--- config.mk ---
export PLATFORM = sky130hd
export DESIGN_NAME = spi_xfer_ctrl
export DESIGN_NICKNAME = d
export VERILOG_FILES = /design/src/rtl/spi_pkg.sv /design/src/rtl/spi_shift_engine.sv /design/src/rtl/spi_xfer_ctrl.sv
export SDC_FILE = /design/constraint.sdc
export NUM_CORES = 1
export LEC_CHECK = 0
export CAP_MARGIN = 40
export CORE_MARGIN = 1.5
export CORE_UTILIZATION = 37
export DETAILED_ROUTE_END_ITERATION = 8
export HOLD_SLACK_MARGIN = 0.1
export PLACE_DENSITY_LB_ADDON = 0.08
export SKIP_CTS_REPAIR_TIMING = 1
export SLEW_MARGIN = 25
export SYNTH_ARGS = -nofsm -noshare
export SYNTH_HDL_FRONTEND = slang
export SYNTH_SLANG_ARGS = --single-unit
export TNS_END_PERCENT = 100
--- constraint.sdc ---
create_clock -name clk_i -period 1.71 [get_ports clk_i]
set_clock_uncertainty 0.2 [all_clocks]
set_input_delay 0.342 -clock clk_i [delete_from_list [all_inputs] [get_ports clk_i]]
set_output_delay 0.342 -clock clk_i [all_outputs]
set_load 0.01 [all_outputs]
--- src/rtl/spi_pkg.sv ---
// Shared types and control-word field positions for the SPI transfer sequencer.
package spi_pkg;

  typedef enum logic [2:0] {
    S_IDLE,
    S_RD_REQ,
    S_RD_WAIT,
    S_SHIFT,
    S_WR_BACK,
    S_DONE
  } state_t;

  localparam int CTRL_SEND    = 0;
  localparam int CTRL_CS      = 1;
  localparam int CTRL_ALL1    = 2;
  localparam int CTRL_ALL0    = 3;
  localparam int CTRL_NTX_LSB = 4;
  localparam int CTRL_NTX_W   = 9;
  localparam int CTRL_NRX_LSB = 16;
  localparam int CTRL_NRX_W   = 10;

endpackage

--- src/rtl/spi_shift_engine.sv ---
// Mode-0 byte shifter: SCK divider, MSB-first TX/RX shift registers, bit counter.
// SPI_LOOPBACK_EN defined: RX samples mosi instead of miso.
module spi_shift_engine #(
  parameter int DIV = 2
) (
  input  logic       clk_i,
  input  logic       rst_i,
  input  logic       load,
  input  logic [7:0] tx_byte,
  input  logic       miso,
  output logic       sck,
  output logic       mosi,
  output logic [7:0] rx_byte,
  output logic       done
);

  localparam int CW = (DIV > 1) ? $clog2(DIV) : 1;

  logic [CW-1:0] div_cnt;
  logic [2:0]    bit_cnt;
  logic [7:0]    tx_sr, rx_sr;
  logic          active, half_end, sin;

`ifdef SPI_LOOPBACK_EN
  logic unused_miso;
  assign unused_miso = miso;
  assign sin         = mosi;
`else
  assign sin         = miso;
`endif

  assign half_end = active && (div_cnt == CW'(DIV - 1));
  // done coincides with the edge that drops SCK after bit 7
  assign done     = half_end && sck && (bit_cnt == 3'd7);
  assign rx_byte  = rx_sr;

  always_ff @(posedge clk_i) begin
    if (rst_i) begin
      active  <= 1'b0;
      sck     <= 1'b0;
      mosi    <= 1'b0;
      div_cnt <= '0;
      bit_cnt <= '0;
      tx_sr   <= '0;
      rx_sr   <= '0;
    end else if (load) begin
      active  <= 1'b1;
      sck     <= 1'b0;
      div_cnt <= '0;
      bit_cnt <= '0;
      tx_sr   <= tx_byte;
      mosi    <= tx_byte[7];
    end else if (active) begin
      if (half_end) begin
        div_cnt <= '0;
        if (!sck) begin
          sck   <= 1'b1;
          rx_sr <= {rx_sr[6:0], sin};
        end else begin
          sck <= 1'b0;
          if (bit_cnt == 3'd7) begin
            active <= 1'b0;
          end else begin
            bit_cnt <= bit_cnt + 3'd1;
            tx_sr   <= {tx_sr[6:0], 1'b0};
            mosi    <= tx_sr[6];
          end
        end
      end else begin
        div_cnt <= div_cnt + CW'(1);
      end
    end
  end

endmodule

--- src/rtl/spi_xfer_ctrl.sv ---
// SPI transfer sequencer: walks data RAM bytes through the shift engine and writes status back.
// Build option SPI_LOOPBACK_EN (in spi_shift_engine) routes MOSI back to the RX shifter.
module spi_xfer_ctrl
  import spi_pkg::*;
#(
  parameter int DIV    = 2,
  parameter int ADDR_W = 10
) (
  input  logic              clk_i,
  input  logic              rst_i,
  input  logic [31:0]       ctrl_i,
  output logic [31:0]       ctrl_o,
  output logic              ctrl_we_o,
  input  logic [31:0]       dat_rd_i,
  output logic [31:0]       dat_wr_o,
  output logic              dat_we_o,
  output logic [ADDR_W-1:0] dat_addr_o,
  output logic              hold_ctrl_o,
  output logic              sck_o,
  output logic              mosi_o,
  input  logic              miso_i,
  output logic              cs_o,
  output logic              busy_o
);

  state_t                  state, state_nxt;
  logic [31:0]             ctrl_q;
  logic [ADDR_W-1:0]       idx;
  logic [7:0]              tx_byte, rx_byte;
  logic                    eng_load, eng_done, last;
  logic [CTRL_NRX_W-1:0]   n_rx;
  logic                    unused_rd;

  assign unused_rd  = ^dat_rd_i[31:8];
  assign last       = (idx == ADDR_W'(ctrl_q[CTRL_NTX_LSB +: CTRL_NTX_W]));
  assign n_rx       = CTRL_NRX_W'(idx) + CTRL_NRX_W'(1);
  assign dat_addr_o = idx;
  // all_1s has priority over all_0s
  assign tx_byte    = ctrl_q[CTRL_ALL1] ? 8'hFF :
                      ctrl_q[CTRL_ALL0] ? 8'h00 : dat_rd_i[7:0];

  spi_shift_engine #(.DIV(DIV)) u_eng (
    .clk_i   (clk_i),
    .rst_i   (rst_i),
    .load    (eng_load),
    .tx_byte (tx_byte),
    .miso    (miso_i),
    .sck     (sck_o),
    .mosi    (mosi_o),
    .rx_byte (rx_byte),
    .done    (eng_done)
  );

  always_ff @(posedge clk_i) begin
    if (rst_i) state <= S_IDLE;
    else       state <= state_nxt;
  end

  always_comb begin
    state_nxt = state;
    unique case (state)
      S_IDLE:    if (ctrl_i[CTRL_SEND]) state_nxt = S_RD_REQ;
      S_RD_REQ:  state_nxt = S_RD_WAIT;
      S_RD_WAIT: state_nxt = S_SHIFT;
      S_SHIFT:   if (eng_done) state_nxt = S_WR_BACK;
      S_WR_BACK: state_nxt = last ? S_DONE : S_RD_REQ;
      S_DONE:    state_nxt = S_IDLE;
      default:   state_nxt = S_IDLE;
    endcase
  end

  always_comb begin
    busy_o      = (state != S_IDLE) && (state != S_DONE);
    hold_ctrl_o = busy_o;
    eng_load    = (state == S_RD_WAIT);
    dat_we_o    = (state == S_WR_BACK);
    dat_wr_o    = dat_we_o ? {24'b0, rx_byte} : 32'b0;
    ctrl_we_o   = (state == S_DONE);
    ctrl_o      = 32'b0;
    if (ctrl_we_o) begin
      ctrl_o                                = ctrl_q;
      ctrl_o[CTRL_SEND]                     = 1'b0;
      ctrl_o[CTRL_NRX_LSB +: CTRL_NRX_W]    = n_rx;
    end
  end

  // Control word is captured once at start; cs_o follows the live cs_ctrl only while idle.
  always_ff @(posedge clk_i) begin
    if (rst_i) begin
      ctrl_q <= '0;
      idx    <= '0;
      cs_o   <= 1'b1;
    end else begin
      if (state == S_IDLE && ctrl_i[CTRL_SEND]) begin
        ctrl_q <= ctrl_i;
        idx    <= '0;
      end
      if (state == S_WR_BACK && !last) idx <= idx + ADDR_W'(1);
      case (state_nxt)
        S_IDLE:  cs_o <= ~ctrl_i[CTRL_CS];
        S_DONE:  cs_o <= ~ctrl_q[CTRL_CS];
        default: cs_o <= 1'b0;
      endcase
    end
  end

endmodule
==> results.toml <==
[outcome]
outcome = "finished, violations left"
violations = "negative setup slack"

[timing]
timing.setup.tns_ns = -12.60
finalSetupViolations = 55
hold_violations = 0
finalCritPeriodShare = 1.238
setup_slack_ns = -0.4069
finalMaxSlewViolations = 0
period_minus_slack_ns = 2.117
rsz0062_at_grt = "yes"
fmaxAchievable_mhz = 472.4

[clocking]
cts_made_buffers = 9
clk_pin_slew_worst_paths_ns = 0.07
cts_tree = "built"
clk_path_buf_depth = 2
clk_latency_ns = 0.34
clock_sinks = 57
htreeDepth = 3
root_buffer = "clkbuf_8"

[setup_path]
slowest_stage = "dfxtp_2"
crit_chain = "and3_4, nand3_2, o21a_1, o21a_1, dlymetal6s2s_1"
worstRegToRegCells = 6
crit_fanout = 4
crit_path_end_kind = "output port"
worstSetupPathType = "reg2out"
max_stage_delay_ns = 0.33
r2r_start = "dat_addr_o[7]$_SDFFE_PP0P_"
cp_data_arrival_time_ns = 1.57
crit_path_frequent_cell = "o21a_1"
worstPathRequired_ns = 1.17
r2r-end = "dat_addr_o[3]$_SDFFE_PP0P_"
r2r_slack_ns = -0.27
cp-start-kind = "flop"
startpoint = "dat_addr_o[4]$_SDFFE_PP0P_"

[floorplan]
dieArea_mm2 = 0.008756
ios = 148
chipHeight_um = 93.58
start_util = 0.3868
die_x_um = 93.58
core_region_area_mm2 = 0.007848
rows = 32

[global_routing]
grt_max_degree = 32
grt_usage = 0.1797
overflow = 0
antenna_found_initial = 0
grt_pass1_wl_mm = 12.34
grt_pass1_vias = 2610

[final_layout]
area_growth_pct = 63.64
drive_gt1_frac = 0.3949
diodes = 0
fin_nets = 575

[min_path]
min_path_type = "reg2reg"
min_path_cells = 2
worstHoldEndpoint = "ctrl_q[27]$_SDFFE_PP0P_"
worstHoldStart = "ctrl_q[27]$_SDFFE_PP0P_"

[logic_synthesis]
synth-edff-count = 0
netlist_top_cells_area = "dfxtp_1 38%, buf_4 6.9%, nand2_1 6.4%, mux2i_1 5.6%, and2_1 5.6%"
synth_most_common_cell = "dfxtp_1"
synth_cell_types = 37
synthTopCellsByCount = "57 x dfxtp_1, 52 x nand2_1, 33 x a21oi_1, 28 x buf_4, 27 x and2_1"
yosysSeqAreaShare = 0.3759
netlist_area_mm2 = 0.003035
synthArstFlopShare = 0
yosys.area.top_type_share = 0.3759
postSynthCellCount = 372
synth_top_area_cell = "dfxtp_1"
postSynthAreaPerCell_um2 = 8.160
ys_warn_count = 0
synth-seq-cells = 57
synthFlopType = "dfxtp_1"

[detailed_routing]
finalWirelength_mm = 8.583
drc = 0
antenna_left = 0
firstDrtPassIters = 4
vias_per_cell = 4.768
num_vias = 2913
wl_per_cell_um = 14.05
drt_iter0_markers = 61

[power]
total_power_mw = 3.143
power.leakage_nw = 2.308
p_per_area_mw_per_mm2 = 632.8
irDropWorstVdd_v = 0.0003943

[run]
maxCapViolCount = 0

[placement]
dpl.hpwl_mm = 5.409
io_buffers = 88
gp_congestion = 0.7534
place_ws_ns = -0.4836
## kinds of logic after synthesis
group,Yosys count,share of synthesized area
compound gates,64,0.1253
flops,57,0.3759
other cells,1,0.001235
simple gates,165,0.2861
mux,17,0.05606
buf+inv,51,0.1026
fa+ha+maj,3,0.01237
xor+xnor,14,0.04040
## layer usage
layer  global-route usage  up-vias  wire length [um]
met3              0.07073        8               591
li1                     -     1480                 -
met5                    0        -                 0
met4              0.05597        0                79
met2               0.2778       86              4054
met1               0.2293     1339              3857
## registers in the layout, summed over array words and instances, names as in the netlist
| signal | flops |
|---|---|
| ctrl_q | 21 |
| u_eng.mosi | 1 |
| u_eng.rx_byte | 8 |
| u_eng.tx_sr | 7 |
| u_eng.sck | 1 |
| u_eng.div_cnt | 1 |
| u_eng.active | 1 |
| cs_o | 1 |
| u_eng.bit_cnt | 3 |
| state | 3 |
| dat_addr_o | 10 |
## area by class of cell
type                            instances  area, um^2
Sequential cell                        57        1165
Clock inverter                          3       15.01
Fill cell                             704        2880
Clock buffer                           12       165.2
Inverter                                1       6.256
Multi-Input combinational cell        289        2002
Tap cell                              102       127.6
Timing Repair Buffer                  147        1486
## report_power, final
part	internal, mW	leakage (nW)	switching (mW)
Clock	0.628	0.0980	0.526
Combinational	0.275	1.74	0.274
Sequential	1.39	0.471	0.0484
## through the flow
step / cell area (um^2) / util / instances / hold WS (ns)
floorplan: 3132 / - / 396 / 0.2317
global placement: 4209 / 0.5364 / 579 / 0.2379
detailed placement: 4209 / 0.5364 / 579 / 0.2421
CTS: 4389 / 0.5593 / 594 / 0.2250
global route: 4967 / 0.6330 / 611 / 0.2778
finish: 4967 / 0.6330 / 611 / 0.2545
## worst max-delay path, delay by kind of cell (launching register included)
kind	cells	cell delay (ns)
simple gates	2	0.34
flops	1	0.33
buf+inv	1	0.16
compound gates	2	0.41
## worst max path at each step
| stage | end | slack [ns] | cells past startpoint |
|---|---|---|---|
| after floorplan | ctrl_o[29] | 0.006 | 5 |
| after global placement | ctrl_o[25] | -0.48 | 6 |
| after detailed placement | ctrl_o[25] | -0.48 | 6 |
| after CTS | ctrl_o[25] | -0.88 | 6 |
| after global routing | ctrl_o[25] | -0.52 | 6 |
| final | ctrl_o[24] | -0.41 | 5 |
## placed cells by master, fill, tap and decap left out, types with 12 or more instances in the layout
cell,count
and2_4,24
a21oi_1,29
clkdlybuf4s50_1,31
conb_1,25
dfxtp_1,44
nand2_1,52
buf_6,40
buf_4,42
dlymetal6s2s_1,16
clkbuf_8,12
mux2i_1,16
nor2_1,21
(Power assumes the default switching activity.)
